[config.mk]
export PLATFORM = sky130hd
export DESIGN_NAME = alu_issue_arbiter_flat
export DESIGN_NICKNAME = d
export VERILOG_FILES = /design/src/rtl/alu_issue_arbiter_if.sv /design/src/rtl/alu_issue_arbiter.sv /design/src/flat_wrapper.sv
export SDC_FILE = /design/constraint.sdc
export NUM_CORES = 1
export LEC_CHECK = 0
export CORE_AREA = 2 2 111 113
export CTS_BUF_LIST = sky130_fd_sc_hd__clkbuf_2 sky130_fd_sc_hd__clkbuf_4 sky130_fd_sc_hd__clkbuf_8
export CTS_CLUSTER_DIAMETER = 100
export DETAILED_ROUTE_END_ITERATION = 6
export DIE_AREA = 0 0 113 115
export DONT_BUFFER_PORTS = 1
export GPL_TIMING_DRIVEN = 0
export HOLD_SLACK_MARGIN = 0.08
export MAX_ROUTING_LAYER = met4
export PLACE_DENSITY = 0.4
export SLEW_MARGIN = 20
export SYNTH_ARGS = -nofsm -noshare
export SYNTH_HDL_FRONTEND = slang
export SYNTH_SLANG_ARGS = --single-unit
export TNS_END_PERCENT = 1
[constraint.sdc]
create_clock -name clk -period 3.23 [get_ports clk]
set_clock_uncertainty 0.15 [all_clocks]
set_input_delay 0.646 -clock clk [delete_from_list [all_inputs] [get_ports clk]]
set_output_delay 0.646 -clock clk [all_outputs]
set_load 0.05 [all_outputs]
[src/rtl/alu_issue_arbiter_if.sv]
// Request/response bundle between the two ALU requesters and the issue arbiter.
// The requester side is the master; the arbiter is the slave.
interface alu_issue_arbiter_if #(
  parameter int DATA_W = 32,
  parameter int OP_W   = 5
);
  logic              req0_valid;
  logic              req0_ready;
  logic [DATA_W-1:0] req0_a;
  logic [DATA_W-1:0] req0_b;
  logic [OP_W-1:0]   req0_op;
  logic              req0_setf;

  logic              req1_valid;
  logic              req1_ready;
  logic [DATA_W-1:0] req1_a;
  logic [DATA_W-1:0] req1_b;
  logic [OP_W-1:0]   req1_op;

  logic              rsp_valid;
  logic              rsp_id;
  logic [DATA_W-1:0] rsp_data;
  logic              rsp_ready;

  modport master (
    output req0_valid, req0_a, req0_b, req0_op, req0_setf,
    output req1_valid, req1_a, req1_b, req1_op,
    output rsp_ready,
    input  req0_ready, req1_ready,
    input  rsp_valid, rsp_id, rsp_data
  );

  modport slave (
    input  req0_valid, req0_a, req0_b, req0_op, req0_setf,
    input  req1_valid, req1_a, req1_b, req1_op,
    input  rsp_ready,
    output req0_ready, req1_ready,
    output rsp_valid, rsp_id, rsp_data
  );
endinterface

[src/rtl/alu_issue_arbiter.sv]
// Shares one combinational ALU between the execute stage (port 0) and the PC unit (port 1),
// buffers one result and owns the NZCV flag register whose C bit feeds the ALU carry-in.
module alu_issue_arbiter #(
  parameter int DATA_W     = 32,
  parameter int OP_W       = 5,
  parameter bit RR_MODE    = 1'b1,
  parameter int STARVE_MAX = 4
) (
  input  logic                clk,
  input  logic                rst_n,
  alu_issue_arbiter_if.slave  bus,
  output logic [DATA_W-1:0]   alu_a,
  output logic [DATA_W-1:0]   alu_b,
  output logic [OP_W-1:0]     alu_op,
  output logic                alu_cin,
  input  logic [DATA_W-1:0]   alu_out,
  input  logic                alu_c,
  input  logic                alu_v,
  output logic [3:0]          flags_q
);

  localparam int SW = $clog2(STARVE_MAX + 1);
  localparam logic [SW-1:0] STARVE_LIMIT = SW'(STARVE_MAX);

  localparam logic [0:0] EMPTY = 1'b0;
  localparam logic [0:0] FULL  = 1'b1;

  logic [0:0]        state_q;
  logic              rsp_id_q;
  logic [DATA_W-1:0] rsp_data_q;
  logic              last_q;
  logic [SW-1:0]     starve_cnt;

  logic can_issue;
  logic grant0;
  logic grant1;
  logic drain;
  logic starve_hit;

  // Ready is forced low while reset is held, even though the state already reads EMPTY.
  assign can_issue  = rst_n && ((state_q == EMPTY) || bus.rsp_ready);
  assign drain      = (state_q == FULL) && bus.rsp_ready;
  assign starve_hit = (starve_cnt == STARVE_LIMIT);

  always_comb begin
    grant0 = 1'b0;
    grant1 = 1'b0;
    if (can_issue) begin
      if (bus.req0_valid && bus.req1_valid) begin
        if (RR_MODE) begin
          grant0 = last_q;
          grant1 = !last_q;
        end else begin
          grant0 = !starve_hit;
          grant1 = starve_hit;
        end
      end else if (bus.req0_valid) begin
        grant0 = 1'b1;
      end else if (bus.req1_valid) begin
        grant1 = 1'b1;
      end
    end
  end

  assign bus.req0_ready = grant0;
  assign bus.req1_ready = grant1;

  assign alu_a   = grant1 ? bus.req1_a  : bus.req0_a;
  assign alu_b   = grant1 ? bus.req1_b  : bus.req0_b;
  assign alu_op  = grant1 ? bus.req1_op : bus.req0_op;
  assign alu_cin = flags_q[1];

  assign bus.rsp_valid = (state_q == FULL);
  assign bus.rsp_id    = rsp_id_q;
  assign bus.rsp_data  = rsp_data_q;

  // A new issue wins over a drain on the same edge, keeping the buffer full.
  always_ff @(posedge clk or negedge rst_n) begin
    if (!rst_n) begin
      state_q    <= EMPTY;
      rsp_id_q   <= 1'b0;
      rsp_data_q <= '0;
    end else if (grant0 || grant1) begin
      state_q    <= FULL;
      rsp_id_q   <= grant1;
      rsp_data_q <= alu_out;
    end else if (drain) begin
      state_q    <= EMPTY;
    end
  end

  always_ff @(posedge clk or negedge rst_n) begin
    if (!rst_n) begin
      flags_q <= 4'b0000;
    end else if (grant0 && bus.req0_setf) begin
      flags_q <= {alu_out[DATA_W-1], (alu_out == '0), alu_c, alu_v};
    end
  end

  // last_q=1 means port 1 was granted last, so port 0 wins the first tie after reset.
  always_ff @(posedge clk or negedge rst_n) begin
    if (!rst_n) begin
      last_q <= 1'b1;
    end else if (grant0) begin
      last_q <= 1'b0;
    end else if (grant1) begin
      last_q <= 1'b1;
    end
  end

  always_ff @(posedge clk or negedge rst_n) begin
    if (!rst_n) begin
      starve_cnt <= '0;
    end else if (grant1) begin
      starve_cnt <= '0;
    end else if (bus.req1_valid && can_issue && !starve_hit) begin
      starve_cnt <= starve_cnt + SW'(1);
    end
  end

  a_one_ready : assert property (@(posedge clk) disable iff (!rst_n)
    !(bus.req0_ready && bus.req1_ready));

  a_starve_bound : assert property (@(posedge clk) disable iff (!rst_n)
    starve_cnt <= STARVE_LIMIT);

endmodule

[src/flat_wrapper.sv]
// flat-port wrapper written by rule: the top's interface ports become plain ports
module alu_issue_arbiter_flat 
#(
  parameter int DATA_W     = 32,
  parameter int OP_W       = 5,
  parameter bit RR_MODE    = 1'b1,
  parameter int STARVE_MAX = 4
)
  (clk, rst_n, alu_a, alu_b, alu_op, alu_cin, alu_out, alu_c, alu_v, flags_q, bus_req0_valid, bus_req0_a, bus_req0_b, bus_req0_op, bus_req0_setf, bus_req1_valid, bus_req1_a, bus_req1_b, bus_req1_op, bus_rsp_ready, bus_req0_ready, bus_req1_ready, bus_rsp_valid, bus_rsp_id, bus_rsp_data);
  alu_issue_arbiter_if #(.DATA_W(DATA_W), .OP_W(OP_W)) bus_i ();
  input  logic clk;
  input  logic rst_n;
  output logic [DATA_W-1:0] alu_a;
  output logic [DATA_W-1:0] alu_b;
  output logic [OP_W-1:0] alu_op;
  output logic alu_cin;
  input  logic [DATA_W-1:0] alu_out;
  input  logic alu_c;
  input  logic alu_v;
  output logic [3:0] flags_q;
  input wire logic [$bits(bus_i.req0_valid)-1:0] bus_req0_valid;
  input wire logic [$bits(bus_i.req0_a)-1:0] bus_req0_a;
  input wire logic [$bits(bus_i.req0_b)-1:0] bus_req0_b;
  input wire logic [$bits(bus_i.req0_op)-1:0] bus_req0_op;
  input wire logic [$bits(bus_i.req0_setf)-1:0] bus_req0_setf;
  input wire logic [$bits(bus_i.req1_valid)-1:0] bus_req1_valid;
  input wire logic [$bits(bus_i.req1_a)-1:0] bus_req1_a;
  input wire logic [$bits(bus_i.req1_b)-1:0] bus_req1_b;
  input wire logic [$bits(bus_i.req1_op)-1:0] bus_req1_op;
  input wire logic [$bits(bus_i.rsp_ready)-1:0] bus_rsp_ready;
  output wire logic [$bits(bus_i.req0_ready)-1:0] bus_req0_ready;
  output wire logic [$bits(bus_i.req1_ready)-1:0] bus_req1_ready;
  output wire logic [$bits(bus_i.rsp_valid)-1:0] bus_rsp_valid;
  output wire logic [$bits(bus_i.rsp_id)-1:0] bus_rsp_id;
  output wire logic [$bits(bus_i.rsp_data)-1:0] bus_rsp_data;
  assign bus_i.req0_valid = bus_req0_valid;
  assign bus_i.req0_a = bus_req0_a;
  assign bus_i.req0_b = bus_req0_b;
  assign bus_i.req0_op = bus_req0_op;
  assign bus_i.req0_setf = bus_req0_setf;
  assign bus_i.req1_valid = bus_req1_valid;
  assign bus_i.req1_a = bus_req1_a;
  assign bus_i.req1_b = bus_req1_b;
  assign bus_i.req1_op = bus_req1_op;
  assign bus_i.rsp_ready = bus_rsp_ready;
  assign bus_req0_ready = bus_i.req0_ready;
  assign bus_req1_ready = bus_i.req1_ready;
  assign bus_rsp_valid = bus_i.rsp_valid;
  assign bus_rsp_id = bus_i.rsp_id;
  assign bus_rsp_data = bus_i.rsp_data;
  alu_issue_arbiter #(.DATA_W(DATA_W), .OP_W(OP_W), .RR_MODE(RR_MODE), .STARVE_MAX(STARVE_MAX)) u_core (.clk(clk), .rst_n(rst_n), .bus(bus_i), .alu_a(alu_a), .alu_b(alu_b), .alu_op(alu_op), .alu_cin(alu_cin), .alu_out(alu_out), .alu_c(alu_c), .alu_v(alu_v), .flags_q(flags_q));
endmodule
### Yosys cells after proc, flatten, opt, wreduce, memory -nomap -nowiden

Cells that the tools add are included.

| word-level totals | value |
|---|---|
| flip-flop bits (word level) | 39 |
| logic and storage cells | 30 |

| operators by class | value |
|---|---|
| muxes and demuxes | 14 |
| bitwise gates (word level) | 1 |
| reduce and logical (&&, ||, !) cells | 10 |

Operators by type and width:

| operator | count |
|---|---|
| 32-bit 2-to-1 mux | 2 |
| 32-bit logical NOT | 1 |
| 1-bit 2-to-1 mux | 11 |
| 5-bit 2-to-1 mux | 1 |
| 1-bit logical AND | 4 |
| 2-bit nonzero test | 2 |
| 1-bit logical OR | 2 |
| 1-bit logical NOT | 1 |
| 1-bit inverter | 1 |

### Logic depth before layout (Yosys ltp)

| depth | value |
|---|---|
| depth after elaboration | 6 |
| depth in mapped cells | 6 |
| gate-level depth less buffers | 4 |

### Worst setup path before layout

OpenSTA, ideal clock, no wires.

| path | value |
|---|---|
| path kind | input -> output |
| start | input port bus_rsp_ready |
| end | output port alu_a[0] |
| arrival | 1.788 ns |
| required time | 2.434 ns |
| slack | 0.646 ns |
| stages on the path | 6 |
| path buffers | 2 |
| cells stage by stage | nand2b_1 > and2_1 > buf_6 > nand3_4 > buf_6 > mux2_4 |

| on the way | value |
|---|---|
| cells in the longest elaborated chain, start to end | 4 |

RTL lines:

| element | RTL line | source |
|---|---|---|
| start, declared | flat_wrapper.sv:30 | `input wire logic [$bits(bus_i.rsp_ready)-1:0] bus_rsp_ready;` |
| 1-bit logical OR | alu_issue_arbiter.sv:41 | `assign can_issue = rst_n && ((state_q == EMPTY) \|\| bus.rsp_ready);` |
| 1-bit logical AND | alu_issue_arbiter.sv:41 |  |
| 1-bit 2-to-1 mux | alu_issue_arbiter.sv:48 | `if (can_issue) begin` |
| 32-bit 2-to-1 mux | alu_issue_arbiter.sv:68 | `assign alu_a = grant1 ? bus.req1_a : bus.req0_a;` |
| end, declared | flat_wrapper.sv:13 | `output logic [DATA_W-1:0] alu_a;` |

Every way passes these cells.

### Worst setup path in the final report

| path | value |
|---|---|
| start | register u_core.state_q (netlist: u_core.bus.rsp_valid) |
| end | output port alu_b[31] |

| on the way | value |
|---|---|
| cells in the longest elaborated chain, start to end | 5 |

RTL lines:

| element | RTL line | source |
|---|---|---|
| start, declared | alu_issue_arbiter.sv:28 | `logic [0:0] state_q;` |
| start signal, assigned | alu_issue_arbiter.sv:80 | `state_q <= EMPTY;` |
| start signal, assigned | alu_issue_arbiter.sv:84 | `state_q <= FULL;` |
| start signal, assigned | alu_issue_arbiter.sv:88 | `state_q <= EMPTY;` |
| 1-bit inverter | alu_issue_arbiter.sv:41 |  |
| 1-bit logical OR | alu_issue_arbiter.sv:41 |  |
| 1-bit logical AND | alu_issue_arbiter.sv:41 |  |
| 1-bit 2-to-1 mux | alu_issue_arbiter.sv:48 |  |
| 32-bit 2-to-1 mux | alu_issue_arbiter.sv:69 | `assign alu_b = grant1 ? bus.req1_b : bus.req0_b;` |
| end, declared | flat_wrapper.sv:14 | `output logic [DATA_W-1:0] alu_b;` |

Every way passes these cells.

==> run metrics <==
Post-Syn Area 2700 um^2; outcome finished, violations left; Worst Max-Slew Pin Slew 0.551 ns; Max clock buf depth 2; WP data arrival 2.23 ns; Syn Nets 359; Max Slew Vio Count 0; Hold Path Class input pin to flip-flop; Avg Inst Size Synth 14.9 um^2; crit path kind flip-flop to output port; R2R Path End u_core.bus.rsp_data[21]$_DFFE_PN0P_; layout cells sized above 1 67.5%; setup TNS 0 ns; via count 1642; Max Cap Viol 0; worst skew pair latency 0.29 ns; DRT Wirelength 9380 um; Fin. Hold Viols 0; relative slew slack 63.3%; Placed Cells 328; vias in the first global route 1695; DRC 20; clock sink count 39; post-CTS sizing 0; power density of the placed cells 666 nW/um^2; LEAKAGE 0.00143 uW; setup violators final 0; core footprint 11800 um^2; GRT busiest layer met2; Num CTS Buffers 5; Netlist cell types 19; Setup crit end kind output port; Worst R2R Setup Slack 1.11 ns; Starting Density 22.9%; Critical R2R Launch u_core.bus.rsp_valid$_DFFE_PN0P_; violated checks design-rule violations; Layout Nets 368; Final period util 93.6%; worst setup path end alu_b[31]; gpl congestion 0.811; Hold Crit Depth 1; Synth area leader mux2_4; DR WL/cell 27.7 um; Global Route Usage Sum 13.1%; first-pass iteration count of the detailed router 6; Detailed Place HPWL 8150 um; IO buf count 0; row count 40; WP data required 2.43 ns; FF+latch count, synth 39; Non-Filler Instances 338; first-pass GRT wire length 11800 um; met2 Resource Use GR 22.4%; Synth Instances 181; met3 GRT Util 5.59%; most common library cell in the layout ignoring fill and taps mux2_4; cells on worst reg2reg path 6; area of the die 13000 um^2; CP startpoint kind flip-flop; most frequent cells in the layout mux2_4, dfrtp_1, mux2_2; Ports 288; die height 115 um; vias per cell 4.86; RSZ-0062 raised after global routing false; DR iter-0 viols 120; TritonCTS clock tree done; Worst setup startpoint u_core.bus.rsp_valid$_DFFE_PN0P_; Seq/Total Area, Yosys 36.2%; maximum number of pins on one net before global-route repair 40; met1 Use GR 14.3%; Max IR drop VDD 0.368 mV; H-tree depth 2; Die W 113 um; Syn. warnings 0; Worst Path Max Fanout 10; Routed Antenna Nets 0; initial antenna violation count 0; post-layout minimum cycle time 3.02 ns; Clk pin slew, worst setup/hold paths 0.08 ns; synth-to-layout area growth 11.6%; synth top area cells mux2_4, dfrtp_1, mux2_2; ANT cells 0; Max Freq 331 MHz; post-synth top area share 37.8%; gr ovfl total 0; CTS root buf clkbuf_8
==> flip-flops by register name (all words and copies together) (netlist names) <==
register	count
u_core.flags_q	4
u_core.last_q	1
u_core.bus.rsp_valid	1
u_core.bus.rsp_id	1
u_core.bus.rsp_data	32
==> final cells by class <==
class / count / area [um^2]
plain buffers: 12 / 131
multi-input cells: 128 / 1590
fillers: 1234 / 8800
repair buffers: 2 / 30.0
clock buffers: 7 / 90.1
flip-flops and latches: 39 / 977
well taps: 147 / 184
clock inverters: 1 / 8.76
inverters: 2 / 7.51
==> worst min path at each step <==
| stage | startpoint | endpoint | slack (ns) |
|---|---|---|---|
| finish | bus_req0_valid | u_core.last_q$_DFFE_PN1P_ | 0.27 |
| global route | bus_req0_valid | u_core.last_q$_DFFE_PN1P_ | 0.25 |
| CTS | bus_req0_valid | u_core.last_q$_DFFE_PN1P_ | 0.26 |
| floorplan | rst_n | u_core.bus.rsp_data[0]$_DFFE_PN0P_ | 0.20 |
| detailed placement | rst_n | u_core.bus.rsp_data[0]$_DFFE_PN0P_ | 0.20 |
| global placement | rst_n | u_core.bus.rsp_data[0]$_DFFE_PN0P_ | 0.20 |
==> where the power goes <==
| group | leakage [uW] | total, uW | internal (uW) | switching (uW) |
|---|---|---|---|---|
| registers | 0.000458 | 972 | 577 | 395 |
| clock network | 0.0000519 | 365 | 184 | 182 |
| logic | 0.000917 | 671 | 240 | 431 |
| total | 0.00143 | 2010 | 1000 | 1010 |
==> routing by layer <==
layer / part of all wire [%] / vias to the layer above
met5: 0 / -
met4: 1.0 / 0
met3: 12 / 7
met2: 53 / 139
met1: 34 / 809
li1: - / 687
==> what timing repair did <==
item,4_1_cts,5_1_grt
endpoints found under the hold margin,39,0
hold buffers,2,0
setup buffers,0,0
==> cell families (layout without fill, tap and decap cells) <==
group | count (synthesis) | count (layout) | synth area share [%]
AOI/OAI and AO/OA | 4 | 4 | 0.926
DFF | 39 | 39 | 36.2
buffers and inverters | 14 | 24 | 5.14
and+or+nand+nor | 19 | 19 | 4.54
muxes | 105 | 105 | 53.2
==> stage by stage <==
stage	power (uW)	instance area, um^2	hold WS (ns)	setup WS [ns]	utilization [%]
5_1_grt	2090	3010	0.250	0.106	25.5
3_3_place_gp	1650	2890	0.202	0.505	24.4
4_1_cts	2040	3010	0.259	0.162	25.5
2_1_floorplan	1570	2700	0.200	0.646	-
6_report	2010	3010	0.272	0.205	25.5
3_5_place_dp	1650	2890	0.201	0.482	24.4
==> critical path, cell delays in order, from the launching register on <==
cell      delay (ns)
dfrtp_1         0.65
nand2b_1        0.14
and2_1          0.19
buf_6           0.13
nand3_4         0.18
buf_6           0.22
mux2_4          0.41
==> synthesized netlist by cell type <==
cell	instances
nand2b_1	2
a31oi_1	1
nor4_1	8
nor2_1	1
nand2_1	2
inv_1	2
buf_4	1
nand3_4	1
dfstp_2	1
and2_1	1
o21ai_0	1
mux2_2	37
dfrtp_1	38
nand4_1	3
o21ai_2	1
a21oi_1	1
mux2_4	68
and3_1	1
buf_6	11
Note: power is estimated with default switching activity, not from simulation.
